$ cat src/rtl/spi_unit_dispatcher.sv
// spi_unit_dispatcher: serialises one execute-unit request as an SPI frame and returns the 16-bit result
module spi_unit_dispatcher #(
    parameter int CLK_DIV = 2,
    parameter int N_UNITS = 3,
    parameter int GAP_CYC = 2
) (
    input  logic               clock,
    input  logic               reset,
    input  logic               req_valid,
    output logic               req_ready,
    input  logic [1:0]         req_unit,
    input  logic [3:0]         req_op,
    input  logic [15:0]        req_a,
    input  logic [15:0]        req_b,
    output logic               rsp_valid,
    output logic [15:0]        rsp_data,
    output logic               rsp_err,
    output logic               busy,
    output logic               sclk,
    output logic               mosi,
    output logic [N_UNITS-1:0] cs_n,
    input  logic [N_UNITS-1:0] miso
);
    typedef enum logic [2:0] {IDLE, ERR, TX, RX, DONE, GAP} state_t;
    localparam int DW = $clog2(2 * CLK_DIV + 1);
    localparam int GW = $clog2(GAP_CYC + 2);
    state_t        state;
    logic [35:0]   sr;
    logic [15:0]   rx;
    logic [5:0]    bit_cnt;
    logic [DW-1:0] div;
    logic [GW-1:0] gap_cnt;
    logic          miso_sel;
    logic          bit_end;
    assign miso_sel = |(miso & ~cs_n);
    assign bit_end  = div == DW'(2 * CLK_DIV - 1);
    always_ff @(posedge clock or negedge reset) begin
        if (!reset) begin
            state     <= IDLE;
            req_ready <= 1'b1;
            busy      <= 1'b0;
            rsp_valid <= 1'b0;
            rsp_data  <= '0;
            rsp_err   <= 1'b0;
            sclk      <= 1'b0;
            mosi      <= 1'b0;
            cs_n      <= '1;
            sr        <= '0;
            rx        <= '0;
            bit_cnt   <= '0;
            div       <= '0;
            gap_cnt   <= '0;
        end else begin
            case (state)
                IDLE: if (req_valid) begin
                    sr        <= {req_op, req_a, req_b};
                    req_ready <= 1'b0;
                    busy      <= 1'b1;
                    div       <= '0;
                    bit_cnt   <= '0;
                    sclk      <= 1'b0;
                    if (int'(req_unit) >= N_UNITS) begin
                        state     <= ERR;
                        rsp_valid <= 1'b1;
                        rsp_err   <= 1'b1;
                        rsp_data  <= '0;
                    end else begin
                        state <= TX;
                        mosi  <= req_op[3];
                        cs_n  <= ~(N_UNITS'(1) << req_unit);
                    end
                end
                TX, RX: begin
                    // Bit boundary: drop sclk and present the next mosi bit (zeros once sr drains)
                    if (bit_end) begin
                        div     <= '0;
                        sclk    <= 1'b0;
                        bit_cnt <= bit_cnt + 6'd1;
                        sr      <= sr << 1;
                        mosi    <= sr[34];
                        if (bit_cnt == 6'd35) state <= RX;
                        if (bit_cnt == 6'd51) begin
                            state     <= DONE;
                            cs_n      <= '1;
                            rsp_valid <= 1'b1;
                            rsp_err   <= 1'b0;
                            rsp_data  <= rx;
                        end
                    end else begin
                        div <= div + DW'(1);
                        if (div == DW'(CLK_DIV - 1)) begin
                            sclk <= 1'b1;
                            rx   <= {rx[14:0], miso_sel};
                        end
                    end
                end
                DONE, ERR: begin
                    rsp_valid <= 1'b0;
                    rsp_err   <= 1'b0;
                    if (GAP_CYC == 0) begin
                        state     <= IDLE;
                        req_ready <= 1'b1;
                        busy      <= 1'b0;
                    end else begin
                        state   <= GAP;
                        gap_cnt <= '0;
                    end
                end
                GAP: if (gap_cnt == GW'(GAP_CYC - 1)) begin
                    state     <= IDLE;
                    req_ready <= 1'b1;
                    busy      <= 1'b0;
                end else begin
                    gap_cnt <= gap_cnt + GW'(1);
                end
                default: state <= IDLE;
            endcase
        end
    end
endmodule
$ cat config.mk
export PLATFORM = sky130hd
export DESIGN_NAME = spi_unit_dispatcher
export DESIGN_NICKNAME = d
export VERILOG_FILES = /design/src/rtl/spi_unit_dispatcher.sv
export SDC_FILE = /design/constraint.sdc
export NUM_CORES = 1
export LEC_CHECK = 0
export CORE_UTILIZATION = 30
export CTS_CLUSTER_DIAMETER = 150
export DETAILED_ROUTE_END_ITERATION = 6
export PLACE_DENSITY_LB_ADDON = 0.2
export SYNTH_ARGS = -nofsm -noshare
export SYNTH_HDL_FRONTEND = slang
export SYNTH_SLANG_ARGS = --single-unit
$ cat constraint.sdc
create_clock -name clock -period 1.7 [get_ports clock]
set_input_delay 0.255 -clock clock [delete_from_list [all_inputs] [get_ports clock]]
set_output_delay 0.255 -clock clock [all_outputs]
set_load 0.03 [all_outputs]
## Word level (Yosys, flattened, before mapping)

Index checks and enable logic that the tools add are counted.

| cells by class | value |
|---|---|
| shift-type cells | 1 |
| mux-type cells | 49 |
| bitwise operators | 4 |
| magnitude comparators | 1 |
| equal/unequal tests | 19 |
| reduce and logical (&&, ||, !) cells | 19 |
| $add $sub $neg | 3 |

Operator list:

| operator | count |
|---|---|
| 35-bit two-way mux | 2 |
| 35-bit one-hot mux with 2 select lines | 1 |
| 16-bit two-way mux | 4 |
| 3-bit two-way mux | 11 |
| 16-bit one-hot mux with 2 select lines | 1 |
| 1-bit two-way mux | 15 |
| 5-bit AND reduction | 3 |
| 2-bit inequality test (second input constant) | 7 |
| 6-bit == test (second input constant) | 2 |
| 6-bit two-way mux | 2 |
| 3-bit one-hot mux with 2 select lines | 2 |
| 3-bit one-hot mux with 4 select lines | 1 |
| 6-bit one-hot mux with 2 select lines | 1 |
| 3-bit AND reduction | 4 |
| 3-bit by 2-bit == test with 1-bit output (second input constant) | 3 |
| 1-bit one-hot mux with 2 select lines | 4 |
| 4-bit AND reduction | 2 |
| 6-bit by 1-bit adder with 6-bit output (second input constant) | 1 |
| 3-bit by 1-bit == test with 1-bit output (second input constant) | 2 |
| 3-bit == test (second input constant) | 2 |
| 3-bit inequality test (second input constant) | 2 |
| 3-bit NOT | 2 |
| 1-bit one-hot mux with 3 select lines | 2 |
| 2-bit nonzero test | 3 |
| 14 further kinds | 17 |

| word-level totals | value |
|---|---|
| output and inout bits | 25 |
| input port bits | 44 |
| bits in registers | 90 |

## Longest topological paths before layout

Gate-level depths: netlist (run 1).

| logic depth | value |
|---|---|
| depth after elaboration | 5 |
| depth in mapped cells | 7 |

## Worst setup path before layout (run 1)

Ideal clock, no wire load.

| path | value |
|---|---|
| path type | reg2reg |
| start point | register state[2] |
| end point | register rx[10] |
| stages on the path, launching flop included | 7 |
| library setup time | 0.125 ns |
| setup slack | -0.162 ns |
| buffers on the path | 3 |
| arrival time | 1.738 ns |
| required time | 1.575 ns |
| path through | dfrtp_1 buf_6 nand2b_1 buf_6 nor4b_4 buf_6 mux2_2 |

| on the way | value |
|---|---|
| longest elaborated chain between the ends | 3 |
| elaborated cells on any way between the ends | 4 |
| classes of those cells | eq/ne (2); reduce/logical (2) |

RTL lines:

| what | line | source |
|---|---|---|
| start, declared | 27 | `state_t state;` |
| start signal, assigned | 39 | `state <= IDLE;` |
| start signal, assigned | 63 | `state <= ERR;` |
| start signal, assigned | 68 | `state <= TX;` |
| 3-bit by 2-bit == test with 1-bit output | 54 | `case (state)` |
| 2-bit OR reduction * | 54 |  |
| 3-bit AND reduction (no source line) * | n/a |  |
| end signal, assigned | 93 | `rx <= {rx[14:0], miso_sel};` |
| end, declared | 29 | `logic [15:0] rx;` |

Every way passes the cells marked *; elsewhere a longest branch is shown, timed or not.
A chain may end at the register's enable or synchronous reset.

## Worst setup path after layout (run 1)

| path | value |
|---|---|
| start point | register div[1] |
| end point | register rx[11] |

| on the way | value |
|---|---|
| longest elaborated chain between the ends | 3 |
| elaborated cells on any way between the ends | 4 |
| classes of those cells | eq/ne (2); bitwise (1); reduce/logical (1) |

RTL lines:

| what | line | source |
|---|---|---|
| start, declared | 31 | `logic [DW-1:0] div;` |
| start signal, assigned | 90 | `div <= div + DW'(1);` |
| 3-bit by 2-bit == test with 1-bit output | 36 | `assign bit_end = div == DW'(2 * CLK_DIV - 1);` |
| 1-bit NOT (no source line) | n/a |  |
| 3-bit AND reduction (no source line) * | n/a |  |

Marks and branches as above.

==> impl_metrics.csv, run 1 <==
group,metric,value,unit
sta,fmax,587.5,MHz
worst_setup_path,start_kind,"register",
floorplanning,coreArea,0.01340,mm²
outcome,violations,"negative setup slack",
worst_hold_path,min_path_type,"in2async",
yosys,synth.yosys.seq_area_share,0.5404,
detailed_routing,via_per_inst,4.837,
power_and_ir_drop,power_density,757.7,mW/mm²
sta,hold_viol,0,
floorplanning,start_util,0.3117,
job,cap_violations,0,
worst_setup_path,endpoint_kind,"register",
clocking,cts.clk_slew.worst_paths,70,ps
worst_setup_path,cp.required,1930,ps
sta,max-slew-margin-rel,0.7415,
placement,dpl-instance-area,0.005420,mm²
clocking,cts_num_sinks,90,
detailed_routing,dr.pass1.iters,4,
placement,dp_hpwl,6864,µm
global_route,grt_max_degree,43,
detailed_routing,wirelength,10160,µm
final_layout,final_common_cell,"nand2_1",
power_and_ir_drop,p_leak,2.590,nW
yosys,synth_top_area_cell,"dfrtp_1",
yosys,synth-edff-count,0,
global_route,grt_pass1_vias,3486,
sta,setup_viol,1,
sta,finClkSkew,8.284,ps
final_layout,most-common-layout-cells,"nand2_1 (100), dfrtp_1 (84), clkdlybuf4s50_1 (61)",
floorplanning,dieArea,0.01440,mm²
worst_setup_path,crit_family,"buffers and inverters",
global_route,antenna_found_initial,0,
worst_setup_path,path_cells,"ha_4, buf_6, nor4b_4, buf_4, clkbuf_16, mux2_4",
detailed_routing,wl_per_cell,13.90,µm
floorplanning,dieHeight,120.0,µm
yosys,ys_types,45,
floorplanning,io_pins,69,
detailed_routing,post-route-drc-count,0,
sta,slew_violations,0,
worst_setup_path,ff2ff_path_depth,6,
worst_setup_path,r2r_setup_slack,-2,ps
sta,worst_slack,-2.070,ps
worst_setup_path,cpMaxStageDelayCell,"dfrtp_1",
yosys,syn_area_per_cell,9.428,µm²
worst_setup_path,cp.arrival,1930,ps
detailed_routing,drt_first_iter_violations,140,
clocking,tritoncts,"yes",
yosys,synthFlopType,"dfrtp_1",
final_layout,finalInstanceArea,0.006063,mm²
worst_setup_path,reg2reg_from,"div[1]",
placement,io_buffer_count,68,
yosys,yosysTopAreaCellShare,0.5153,
worst_setup_path,path_class,"reg2reg",
yosys,syn_inst,443,
yosys,syn_nets,491,
detailed_routing,postRouteAntennaNets,0,
worst_setup_path,slowest_delay,420,ps
yosys,synthTopCellsByArea,"dfrtp_1 (52%), nand2_1 (9.0%), a31oi_1 (5.7%), o21ai_0 (4.4%), nor2_1 (4.2%)",
power_and_ir_drop,total_power,0.004594,W
clocking,clockBufferDepth,2,
floorplanning,die_width,120.0,µm
final_layout,syn_to_final_growth,45.18,%
global_route,grt_pass1_wl,16820,µm
placement,gp_congestion,0.7741,
floorplanning,num_rows,42,
yosys,synth_area,0.004177,mm²
sta,tightest_slew,387.0,ps
outcome,outcome,"finished with violations",
yosys,yosys_warnings,0,
worst_setup_path,critPathMaxFanout,8,
sta,fin_crit,1702,ps
worst_setup_path,r2r-end,"rx[11]",
clocking,ctsRootBufferMaster,"clkbuf_16",
sta,grt_setup_unrepaired,"yes",
final_layout,diodes,0,
yosys,async_reset_ff_frac,1.000,
final_layout,drive_gt1_frac,0.2216,
sta,fin_crit_sh,1.001,
clocking,ctsHtreeMaxLevel,3,
global_route,track_usage,0.1466,
clocking,insertion_delay,340,ps
final_layout,fin_nets,598,
placement,dp_worst_setup_slack,-312.8,ps
power_and_ir_drop,ir_drop,0.3789,mV
yosys,ys_ff_latch,90,
global_route,overflow,0,
clocking,cts_made_buffers,9,
worst_setup_path,crit_buf_inv,3,
detailed_routing,vias,3536,
## cell usage after synthesis, types with 5 or more instances
| cell | number |
|---|---|
| a31oi_1 | 38 |
| clkbuf_1 | 14 |
| o21ai_0 | 37 |
| nor2_1 | 47 |
| a21oi_1 | 12 |
| inv_1 | 8 |
| dfrtp_1 | 86 |
| buf_2 | 14 |
| nand3_1 | 5 |
| o21ai_1 | 9 |
| nor3_1 | 6 |
| nand2_1 | 100 |
| mux2_2 | 15 |
## layer usage
| layer | vias up | GRT usage | part of all wire |
|---|---|---|---|
| met1 | 1697 | 0.2007 | 0.49 |
| met2 | 77 | 0.2252 | 0.47 |
| met5 | - | 0 | 0 |
| li1 | 1751 | - | - |
| met4 | 0 | 0.06328 | 0.014 |
| met3 | 11 | 0.02709 | 0.034 |
## cell families (layout without fill, tap and decap cells)
family | after synthesis | count (layout) | share of synthesized area
flip-flops | 90 | 90 | 0.5404
AO/OA/AOI/OAI | 115 | 115 | 0.1711
XOR/XNOR | 4 | 4 | 0.008390
adder cells (fa/ha/maj) | 4 | 4 | 0.01198
buffers and inverters | 40 | 152 | 0.04733
multiplexers | 16 | 16 | 0.04284
AND/OR/NAND/NOR | 174 | 174 | 0.1780
## sequential cells by signal, indices dropped and copies added (netlist names), 2 cells and up
signal    count
sr           35
rsp_data     16
rx           16
bit_cnt       6
cs_n          3
div           3
state         3
gap_cnt       2
## stage by stage
stage	TNS, ps	utilization	cells	hold slack, ps
2_1_floorplan	-1687	-	443	-40.59
3_3_place_gp	-13040	0.4045	702	203.8
3_5_place_dp	-14650	0.4045	702	199.9
4_1_cts	-166.8	0.4360	725	386.6
5_1_grt	-462.5	0.4525	731	418.4
6_report	-2.070	0.4525	731	376.3
## cell type report
| class | instances | area, µm² |
|---|---|---|
| fillers | 1317 | 7337 |
| flip-flops and latches | 90 | 2260 |
| multi-input cells | 313 | 1896 |
| repair buffers | 128 | 1359 |
| clock buffers | 9 | 225.2 |
| well taps | 176 | 220.2 |
| clock inverters | 7 | 73.82 |
| inverters | 8 | 30.03 |
## where the power goes
part           switching, W  internal, W  total, W  leakage (nW)
Sequential        0.0000361      0.00219   0.00223          1.03
Clock              0.000873      0.00115   0.00202         0.147
Combinational      0.000151     0.000190  0.000342          1.41
Total               0.00106      0.00353   0.00459          2.59
## worst max-delay path by stage
stage	start	to	slack (ps)	cells after the start
3_5_place_dp	req_valid	sr[1]	-310	6
2_1_floorplan	state[2]	rx[10]	-100	6
5_1_grt	div[1]	rx[11]	-50	6
4_1_cts	div[0]	rx[15]	-30	5
3_3_place_gp	req_valid	bit_cnt[4]	-250	6
6_report	div[1]	rx[11]	-2	6
## timing repair
| item | in CTS | in global routing |
|---|---|---|
| gates resized for setup | 13 | 43 |
| hold endpoints to repair | 22 | 0 |
| setup buffers | 5 | 5 |
| pin swaps | 1 | 7 |
| gates cloned | 1 | 2 |
| hold buffers | 1 | 0 |
| endpoints found under the setup margin | 45 | 68 |
(Power assumes the default switching activity.)
==> run 2, diff against run 1 <==
--- a/config.mk
+++ b/config.mk
@@ -8,6 +8,7 @@
 export CORE_UTILIZATION = 30
 export CTS_CLUSTER_DIAMETER = 150
 export DETAILED_ROUTE_END_ITERATION = 6
+export DONT_BUFFER_PORTS = 1
 export PLACE_DENSITY_LB_ADDON = 0.2
 export SYNTH_ARGS = -nofsm -noshare
 export SYNTH_HDL_FRONTEND = slang
==> impl_metrics.csv, run 2 (synthesis results as in run 1) <==
group,metric,value,unit
outcome,outcome,"finished with violations",
outcome,violations,"negative hold slack, negative setup slack",
clocking,cts_num_sinks,90,
worst_setup_path,slowest_delay,450,ps
final_layout,fin_nets,524,
worst_setup_path,startpoint,"state[1]",
clocking,clockBufferDepth,2,
worst_hold_path,min_path_type,"in2async",
sta,fin_crit_sh,1.001,
final_layout,most-common-layout-cells,"nand2_1 (100), dfrtp_1 (84), a31oi_1 (37)",
clocking,cts.clk_slew.worst_paths,60,ps
final_layout,drive_gt1_frac,0.2474,
placement,io_buffer_count,0,
power_and_ir_drop,p_leak,2.267,nW
global_route,overflow,0,
detailed_routing,vias,3296,
clocking,ctsHtreeMaxLevel,3,
final_layout,final_common_cell,"nand2_1",
floorplanning,die_width,120.0,µm
placement,gp_congestion,0.7506,
global_route,grt_pass1_vias,3263,
global_route,antenna_found_initial,0,
final_layout,reg_top3,"sr: 35 flops, rsp_data: 16 flops, rx: 16 flops",
detailed_routing,drt_first_iter_violations,114,
sta,hold_viol,90,
detailed_routing,post-route-drc-count,0,
worst_setup_path,path_class,"reg2reg",
detailed_routing,dr.pass1.iters,4,
sta,fmax,587.7,MHz
global_route,grt_max_degree,91,
worst_setup_path,cp.required,1970,ps
sta,fin_crit,1701,ps
global_route,track_usage,0.1428,
placement,dp_worst_setup_slack,-19.13,ps
worst_setup_path,start_kind,"register",
floorplanning,coreArea,0.01340,mm²
global_route,grt_pass1_wl,16100,µm
clocking,holdBufCountCts,2,
floorplanning,num_rows,42,
worst_setup_path,ff2ff_path_depth,6,
sta,setup_tns,-1.472,ps
detailed_routing,postRouteAntennaNets,0,
placement,dp_hpwl,6272,µm
placement,dpl-instance-area,0.004602,mm²
worst_setup_path,cp.arrival,1970,ps
sta,grt_setup_unrepaired,"yes",
sta,hold-worst-slack,-400.6,ps
sta,max-slew-margin-rel,0.6842,
clocking,ctsRootBufferMaster,"clkbuf_16",
clocking,cts_made_buffers,9,
worst_setup_path,cp-endpoint,"sr[9]",
final_layout,largest_reg_flops,35,
final_layout,regMostFlops,"sr",
detailed_routing,wl_per_cell,15.62,µm
worst_setup_path,reg2reg_from,"state[1]",
sta,slew_violations,0,
final_layout,diodes,0,
sta,finClkSkew,4.894,ps
worst_setup_path,cpMaxStageDelayCell,"dfrtp_2",
worst_setup_path,path_cells,"or3b_4, a21oi_4, buf_6, clkbuf_16, nor2_1, a31oi_1",
floorplanning,io_pins,69,
floorplanning,dieArea,0.01440,mm²
worst_setup_path,r2r_setup_slack,-1,ps
detailed_routing,wirelength,10260,µm
final_layout,syn_to_final_growth,26.81,%
sta,setup_viol,1,
sta,worst_slack,-1.472,ps
job,cap_violations,0,
floorplanning,start_util,0.3117,
sta,tightest_slew,467.3,ps
worst_setup_path,endpoint_kind,"register",
detailed_routing,via_per_inst,5.017,
worst_setup_path,critPathMaxFanout,10,
clocking,insertion_delay,350,ps
final_layout,finalInstanceArea,0.005296,mm²
floorplanning,dieHeight,120.0,µm
power_and_ir_drop,power_density,801.6,mW/mm²
power_and_ir_drop,ir_drop,0.5052,mV
worst_setup_path,r2r-end,"sr[9]",
clocking,tritoncts,"yes",
[run 2: per-layer routing]
metal	part of all wire	vias to the layer above	global-route usage
met3	0.052	9	0.04705
met4	0.014	0	0.05547
met1	0.47	1622	0.1820
met2	0.47	65	0.2227
met5	0	-	0
li1	-	1600	-
[run 2: cell type report]
class | count | area [µm²]
Fill cell | 1336 | 8104
Sequential cell | 90 | 2260
Multi-Input combinational cell | 313 | 1894
Timing Repair Buffer | 54 | 618.1
Clock buffer | 12 | 246.5
Tap cell | 176 | 220.2
Inverter | 8 | 30.03
Clock inverter | 4 | 27.53
[run 2: worst min path at each step]
stage,end,slack (ps),from
CTS,bit_cnt[4],-420,reset
global placement,busy,-40,reset
global route,rsp_data[4],-420,reset
finish,rsp_data[0],-400,reset
detailed placement,busy,-40,reset
floorplan,bit_cnt[0],-40,reset
[run 2: repair_timing]
action	4_1_cts	5_1_grt
pin swaps	1	5
gates cloned	0	7
setup endpoints to repair	9	65
hold endpoints to repair	92	90
resized for setup	2	43
setup buffers	0	10
[run 2: where the power goes]
part,switching (W),internal (W)
logic,0.0000307,0.0000575
registers,0.0000828,0.00219
clock network,0.000847,0.00103
total,0.000961,0.00328
[run 2: worst max-delay path, delay by kind of cell (launching register included)]
family,cells,cell delay (ps)
simple gates,2,490
flops,1,450
compound gates,2,370
buf+inv,2,310
[run 2: metrics by stage]
step	hold WS, ps	power, W	utilization	cells
floorplan	-40.59	0.002370	-	443
global placement	-37.01	0.002389	0.3434	622
detailed placement	-36.82	0.002393	0.3434	622
CTS	-416.0	0.004308	0.3657	640
global route	-419.4	0.004408	0.3952	657
finish	-400.6	0.004245	0.3952	657
